===== config.mk =====
export PLATFORM = sky130hd
export DESIGN_NAME = keypad_scan_ctrl
export DESIGN_NICKNAME = d
export VERILOG_FILES = /design/src/rtl/keypad_scan_ctrl.sv
export SDC_FILE = /design/constraint.sdc
export NUM_CORES = 1
export LEC_CHECK = 0
export BUFFER_PORTS_ARGS = -buffer_cell sky130_fd_sc_hd__buf_2
export CAP_MARGIN = 0
export CORE_MARGIN = 2
export CORE_UTILIZATION = 60
export DETAILED_ROUTE_END_ITERATION = 10
export GPL_ROUTABILITY_DRIVEN = 1
export GPL_TIMING_DRIVEN = 0
export HOLD_SLACK_MARGIN = 0.02
export PLACE_DENSITY_LB_ADDON = 0.3
export SYNTH_ARGS = -nofsm -noshare
export SYNTH_HDL_FRONTEND = slang
export SYNTH_SLANG_ARGS = --single-unit
export TNS_END_PERCENT = 5

===== constraint.sdc =====
create_clock -name clk -period 8.4 [get_ports clk]
set_input_delay 1.26 -clock clk [delete_from_list [all_inputs] [get_ports clk]]
set_output_delay 1.26 -clock clk [all_outputs]
set_load 0.01 [all_outputs]

===== src/rtl/keypad_scan_ctrl.sv =====
// Matrix keypad scanner: one-hot row drive, synchronised and debounced column
// sensing, and a binary key code with valid/ack handshake and overrun status.
module keypad_scan_ctrl #(
  parameter int ROWS     = 4,
  parameter int COLS     = 4,
  parameter int SCAN_DIV = 1000,
  parameter int DEBOUNCE = 8,
  localparam int CODE_W  = $clog2(ROWS*COLS)
) (
  input  logic              clk,
  input  logic              rst,
  input  logic [COLS-1:0]   col_i,
  input  logic              key_ack,
  output logic [ROWS-1:0]   row_o,
  output logic [CODE_W-1:0] key_code,
  output logic              key_valid,
  output logic              key_held,
  output logic              overrun
);

  localparam int RW = (ROWS > 1) ? $clog2(ROWS) : 1;
  localparam int CW = (COLS > 1) ? $clog2(COLS) : 1;
  localparam int DW = (SCAN_DIV > 1) ? $clog2(SCAN_DIV) : 1;
  localparam int NW = $clog2(DEBOUNCE + 1);

  typedef enum logic [1:0] {IDLE, DB_PRESS, PRESSED, DB_REL} state_t;

  state_t            state;
  logic [COLS-1:0]   col_p0, col_p1;
  logic [DW-1:0]     div;
  logic [RW-1:0]     row_ptr;
  logic [NW-1:0]     cnt;
  logic [CW-1:0]     lat_c;
  logic              tick;
  logic              single;
  logic [CW-1:0]     c_now;
  logic              report;

  function automatic logic [CW-1:0] col_index(input logic [COLS-1:0] v);
    logic [CW-1:0] idx;
    idx = '0;
    for (int i = 0; i < COLS; i++)
      if (v[i]) idx = CW'(i);
    return idx;
  endfunction

  function automatic logic [RW-1:0] next_row(input logic [RW-1:0] r);
    return (r == RW'(ROWS-1)) ? '0 : r + 1'b1;
  endfunction

  function automatic logic [ROWS-1:0] onehot_row(input logic [RW-1:0] r);
    return ROWS'(1) << r;
  endfunction

  function automatic logic [CODE_W-1:0] key_index(input logic [RW-1:0] r,
                                                  input logic [CW-1:0] c);
    return CODE_W'(int'(r) * COLS + int'(c));
  endfunction

  assign tick   = (div == DW'(SCAN_DIV-1));
  assign single = $onehot(col_p1);
  assign c_now  = col_index(col_p1);

  // A press is reported on the tick that completes the debounce run.
  always_comb begin
    report = 1'b0;
    if (tick) begin
      case (state)
        IDLE:     report = single && (DEBOUNCE == 1);
        DB_PRESS: report = single && (c_now == lat_c) && (cnt == NW'(DEBOUNCE-1));
        default:  report = 1'b0;
      endcase
    end
  end

  always_ff @(posedge clk) begin
    if (!rst) begin
      state     <= IDLE;
      col_p0    <= '0;
      col_p1    <= '0;
      div       <= '0;
      row_ptr   <= '0;
      row_o     <= ROWS'(1);
      cnt       <= '0;
      lat_c     <= '0;
      key_code  <= '0;
      key_valid <= 1'b0;
      key_held  <= 1'b0;
      overrun   <= 1'b0;
    end else begin
      // stage p0 -> p1: two-flop synchroniser on the raw column returns
      col_p0 <= col_i;
      col_p1 <= col_p0;
      div    <= tick ? '0 : div + 1'b1;

      if (tick) begin
        case (state)
          IDLE: begin
            if (single) begin
              lat_c <= c_now;
              cnt   <= NW'(1);
              if (DEBOUNCE == 1) begin
                state    <= PRESSED;
                key_held <= 1'b1;
              end else begin
                state <= DB_PRESS;
              end
            end else begin
              row_ptr <= next_row(row_ptr);
              row_o   <= onehot_row(next_row(row_ptr));
            end
          end
          DB_PRESS: begin
            if (single && (c_now == lat_c)) begin
              cnt <= cnt + 1'b1;
              if (report) begin
                state    <= PRESSED;
                key_held <= 1'b1;
              end
            end else begin
              state   <= IDLE;
              row_ptr <= next_row(row_ptr);
              row_o   <= onehot_row(next_row(row_ptr));
            end
          end
          PRESSED: begin
            if (!single) begin
              cnt <= NW'(1);
              if (DEBOUNCE == 1) begin
                state    <= IDLE;
                key_held <= 1'b0;
                row_ptr  <= next_row(row_ptr);
                row_o    <= onehot_row(next_row(row_ptr));
              end else begin
                state <= DB_REL;
              end
            end
          end
          default: begin
            // Any single key, even a different one, counts as still held.
            if (!single) begin
              cnt <= cnt + 1'b1;
              if (cnt == NW'(DEBOUNCE-1)) begin
                state    <= IDLE;
                key_held <= 1'b0;
                row_ptr  <= next_row(row_ptr);
                row_o    <= onehot_row(next_row(row_ptr));
              end
            end else begin
              state <= PRESSED;
            end
          end
        endcase
      end

      if (report) begin
        if (!key_valid || key_ack) begin
          key_code  <= key_index(row_ptr, c_now);
          key_valid <= 1'b1;
          overrun   <= 1'b0;
        end else begin
          overrun <= 1'b1;
        end
      end else if (key_ack && key_valid) begin
        key_valid <= 1'b0;
        overrun   <= 1'b0;
      end
    end
  end

endmodule


==> results.toml <==
[outcome]
status = "completed"

[finish]
layout-area-overhead-vs-synth_pct = 9.72
final_layout_size_suffix_gt1_frac = 0.140
nNetsFinal = 263
finished_layout_cells = 287
filler_cell_count = 263
antenna_cells = 0
area.sequential_um2 = 781
multi_input_comb_area_um2 = 1090
finished_cell_area_um2 = 2130

[sta]
clock-skew-final_ps = 11.2
fmax_ghz = 0.305
setup_violations = 0
worstMarginPinSlew_ps = 519
layout_min_cycle_time_ps = 3280
hold_viol_final = 0
max-slew-margin-rel = 0.654
timing.final.max_slew_violations = 0
grt_setup_unrepaired = "no"
finalCritPeriodShare = 0.390
postLayoutSetupSlackWorst_ps = 5120
finalSetupTns_ps = 0

[yosys]
yosysMostFrequentCell = "sky130_fd_sc_hd__dfxtp_1"
synth_area_in_adders = 0.0940
synth.mux.area_fraction = 0.0463
syn_area_um2 = 1940
mappedNetlistNets = 240
synth_compound_area_frac = 0.127
synth_xor_xnor_area_share = 0.0405
synth_top_cells_by_area = "sky130_fd_sc_hd__dfxtp_1 40%, sky130_fd_sc_hd__ha_1 8.4%, sky130_fd_sc_hd__mux2i_1 4.6%"
post_synth_most_frequent_cells = "39 x sky130_fd_sc_hd__dfxtp_1, 23 x sky130_fd_sc_hd__nand2_1, 19 x sky130_fd_sc_hd__nor2_1"
yosysTopAreaCellShare = 0.402
post-synth-top-area-cell = "sky130_fd_sc_hd__dfxtp_1"
largest_family_of_logic_cells_by_synthesized_area = "simple AND/OR/NAND/NOR gates"
post_synth_edffs = 0
synthesis.area_per_instance_um2 = 8.88
yosysUniqueCellTypes = 45
synth-seq-area-share = 0.402
post_synth_and_or_nand_nor_area_fraction = 0.254
synth.yosys.warnings = 0
synth_ff_type = "sky130_fd_sc_hd__dfxtp_1"
syn-instance-count = 219
asyncSetResetFlopFracSynth = 0
yosys_register_bits = 39

[critical_path]
worst_setup_path_startpoint = "col_p1[3]"
critical_path_cell_by_cell = "inv_1, fa_1, inv_1, ha_1, ha_1, nor3b_4, mux2i_1, nand2_2, or4_1, o32ai_2"
worstPathRequired_ps = 8680
worstPathMaxFanout = 10
arrival_worst_endpoint_ps = 3560
r2r-start = "col_p1[3]"
reg2reg_to = "cnt[3]"
critPathSlowestCell = "sky130_fd_sc_hd__or4_1"
path_class = "flip-flop to flip-flop"
timing.critical_path.max_delay_family = "simple AND/OR/NAND/NOR gates"
cp_num_buf_inv = 2
r2r.worst_path.cells = 10
crit_path_end = "cnt[3]"
startpoint_type = "flip-flop"
critical_path_endpoint_category = "flip-flop"
timing.critical_path.depth = 10
regToRegSetupSlack_ps = 5120
timing.critical_path.slowest_cell_delay_ps = 510

[grt]
grt.total_usage = 0.236
pin_count_of_the_biggest_net_entering_global_routing = 13
first_pass_grt_wire_length_mm = 6.36
grt_antenna_before_repair = 0
grt.overflow.total = 0
first_global_vias = 1473

[pwr]
power.static_leakage_nw = 0.830
share_comb_of_total_power = 0.066
power_density_nw_per_um2 = 143
internal_power_mw = 0.228
sw_frac_of_total = 0.253
p_switching_mw = 0.0773
overall_power_of_the_completed_layout_mw = 0.305
power.ir.vdd_worst_uv = 131
share_seq_of_total_power = 0.621
clockPowerShare = 0.313

[detailed_routing]
wirelength_mm = 3.74
first_drt_pass_iteration_count = 4
num_vias = 1566
detail-route-antenna-nets = 0
remaining_drc_errors = 0
vias_per_inst = 5.46
drtIter0Drc = 66
wl_per_cell_um = 13.0

[clock_network]
postCtsSetupBuffers = 0
h-tree-depth = 2
hold_buffers = 0
worst_skew_pair.late_latency_ps = 350
clock_tree.buffer_depth = 2
tritoncts = "built"
cts_root_buf = "sky130_fd_sc_hd__clkbuf_4"
post_cts.resized_instances = 0
cts.clk_slew.worst_paths_ps = 120
numClockSinks = 39
number_of_cts_inserted_buffers = 5

[placed_design]
numPortBuffers = 16
detailed_place.area_um2 = 2080
dp_cells = 279
dp_slack_ps = 5180
gp_congestion = 0.910
dpl_hpwl_mm = 2.70

[floorplan]
design.die.area_um2 = 3710
ios = 18
die-height_um = 60.9
placement_rows = 20
die_width_um = 60.9
initial_core_util = 0.632
core_region_area_um2 = 3080

[run]
maxCapViolations = 0

[hold_path]
hold_path_class = "flip-flop to flip-flop"
## area by class of cell
type                    instances  share of cell area
plain buffers                   6              0.0111
clock buffers                   6              0.0194
clock inverters                 2             0.00587
inverters                      13              0.0229
multi-input cells             161               0.511
flip-flops and latches         39               0.366
well taps                      44              0.0258
repair buffers                 16              0.0375
## how the worst min path moves through the flow
stage | from | end | slack, ps | depth (start not counted)
2_1_floorplan | col_p0[0] | col_p1[0] | 410 | 1
3_3_place_gp | col_p0[3] | col_p1[3] | 420 | 1
3_5_place_dp | col_p0[2] | col_p1[2] | 420 | 1
4_1_cts | col_p0[2] | col_p1[2] | 440 | 1
5_1_grt | col_p0[1] | col_p1[1] | 460 | 1
6_report | col_p0[0] | col_p1[0] | 440 | 1
## per-stage QoR
stage,hold WS [ps],util
finish,442,0.693
global route,462,0.693
CTS,444,0.693
detailed placement,418,0.676
global placement,416,0.676
floorplan,412,-
## power by group through the flow
| stage | Sequential (mW) | Combinational (mW) | Clock [mW] |
|---|---|---|---|
| CTS | 0.190 | 0.0199 | 0.0970 |
| floorplan | 0.193 | 0.0149 | 0 |
| global route | 0.190 | 0.0226 | 0.105 |
| global placement | 0.194 | 0.0191 | 0 |
| finish | 0.190 | 0.0200 | 0.0956 |
| detailed placement | 0.194 | 0.0197 | 0 |
## per-layer routing
metal | part of all wire | global-route usage | up-vias
met5 | 0 | 0 | -
met1 | 0.52 | 0.320 | 728
li1 | - | - | 806
met2 | 0.43 | 0.353 | 27
met3 | 0.039 | 0.0682 | 5
met4 | 0.015 | 0.0963 | 0
## logic make-up (layout without fill, tap and decap cells)
group	after synthesis	after routing
flops	39	39
mux	9	9
compound gates	37	37
buf+inv	19	43
xor+xnor	9	9
simple gates	92	92
fa+ha+maj	14	14
## worst register-to-register path, cell delays in order, from the launching register on
cell and delay [ps]:
sky130_fd_sc_hd__dfxtp_1 410, sky130_fd_sc_hd__inv_1 90, sky130_fd_sc_hd__fa_1 480, sky130_fd_sc_hd__inv_1 40, sky130_fd_sc_hd__ha_1 170, sky130_fd_sc_hd__ha_1 300, sky130_fd_sc_hd__nor3b_4 420, sky130_fd_sc_hd__mux2i_1 450
sky130_fd_sc_hd__nand2_2 150, sky130_fd_sc_hd__or4_1 510, sky130_fd_sc_hd__o32ai_2 200
## registers in the layout, indices dropped and copies added (netlist names), 2 cells and up
register  flops
div          10
lat_c         2
col_p0        4
key_code      4
state         2
row_ptr       2
col_p1        4
cnt           4
row_o         4
## cells in the final DEF, fill, tap and decap left out, drive strengths merged, types with 2 or more instances in the layout
cell type / instances
a211oi: 3
a21oi: 14
and2: 9
buf: 17
clkbuf: 11
dfxtp: 39
ha: 13
inv: 13
mux2i: 9
nand2: 24
nand3: 14
nand4: 2
nor2: 19
nor2b: 2
nor3: 6
nor4: 4
o211ai: 2
o21ai: 9
o32ai: 2
or2: 3
or4: 4
xnor2: 5
xor2: 4
Note: power is estimated with default switching activity, not from simulation.
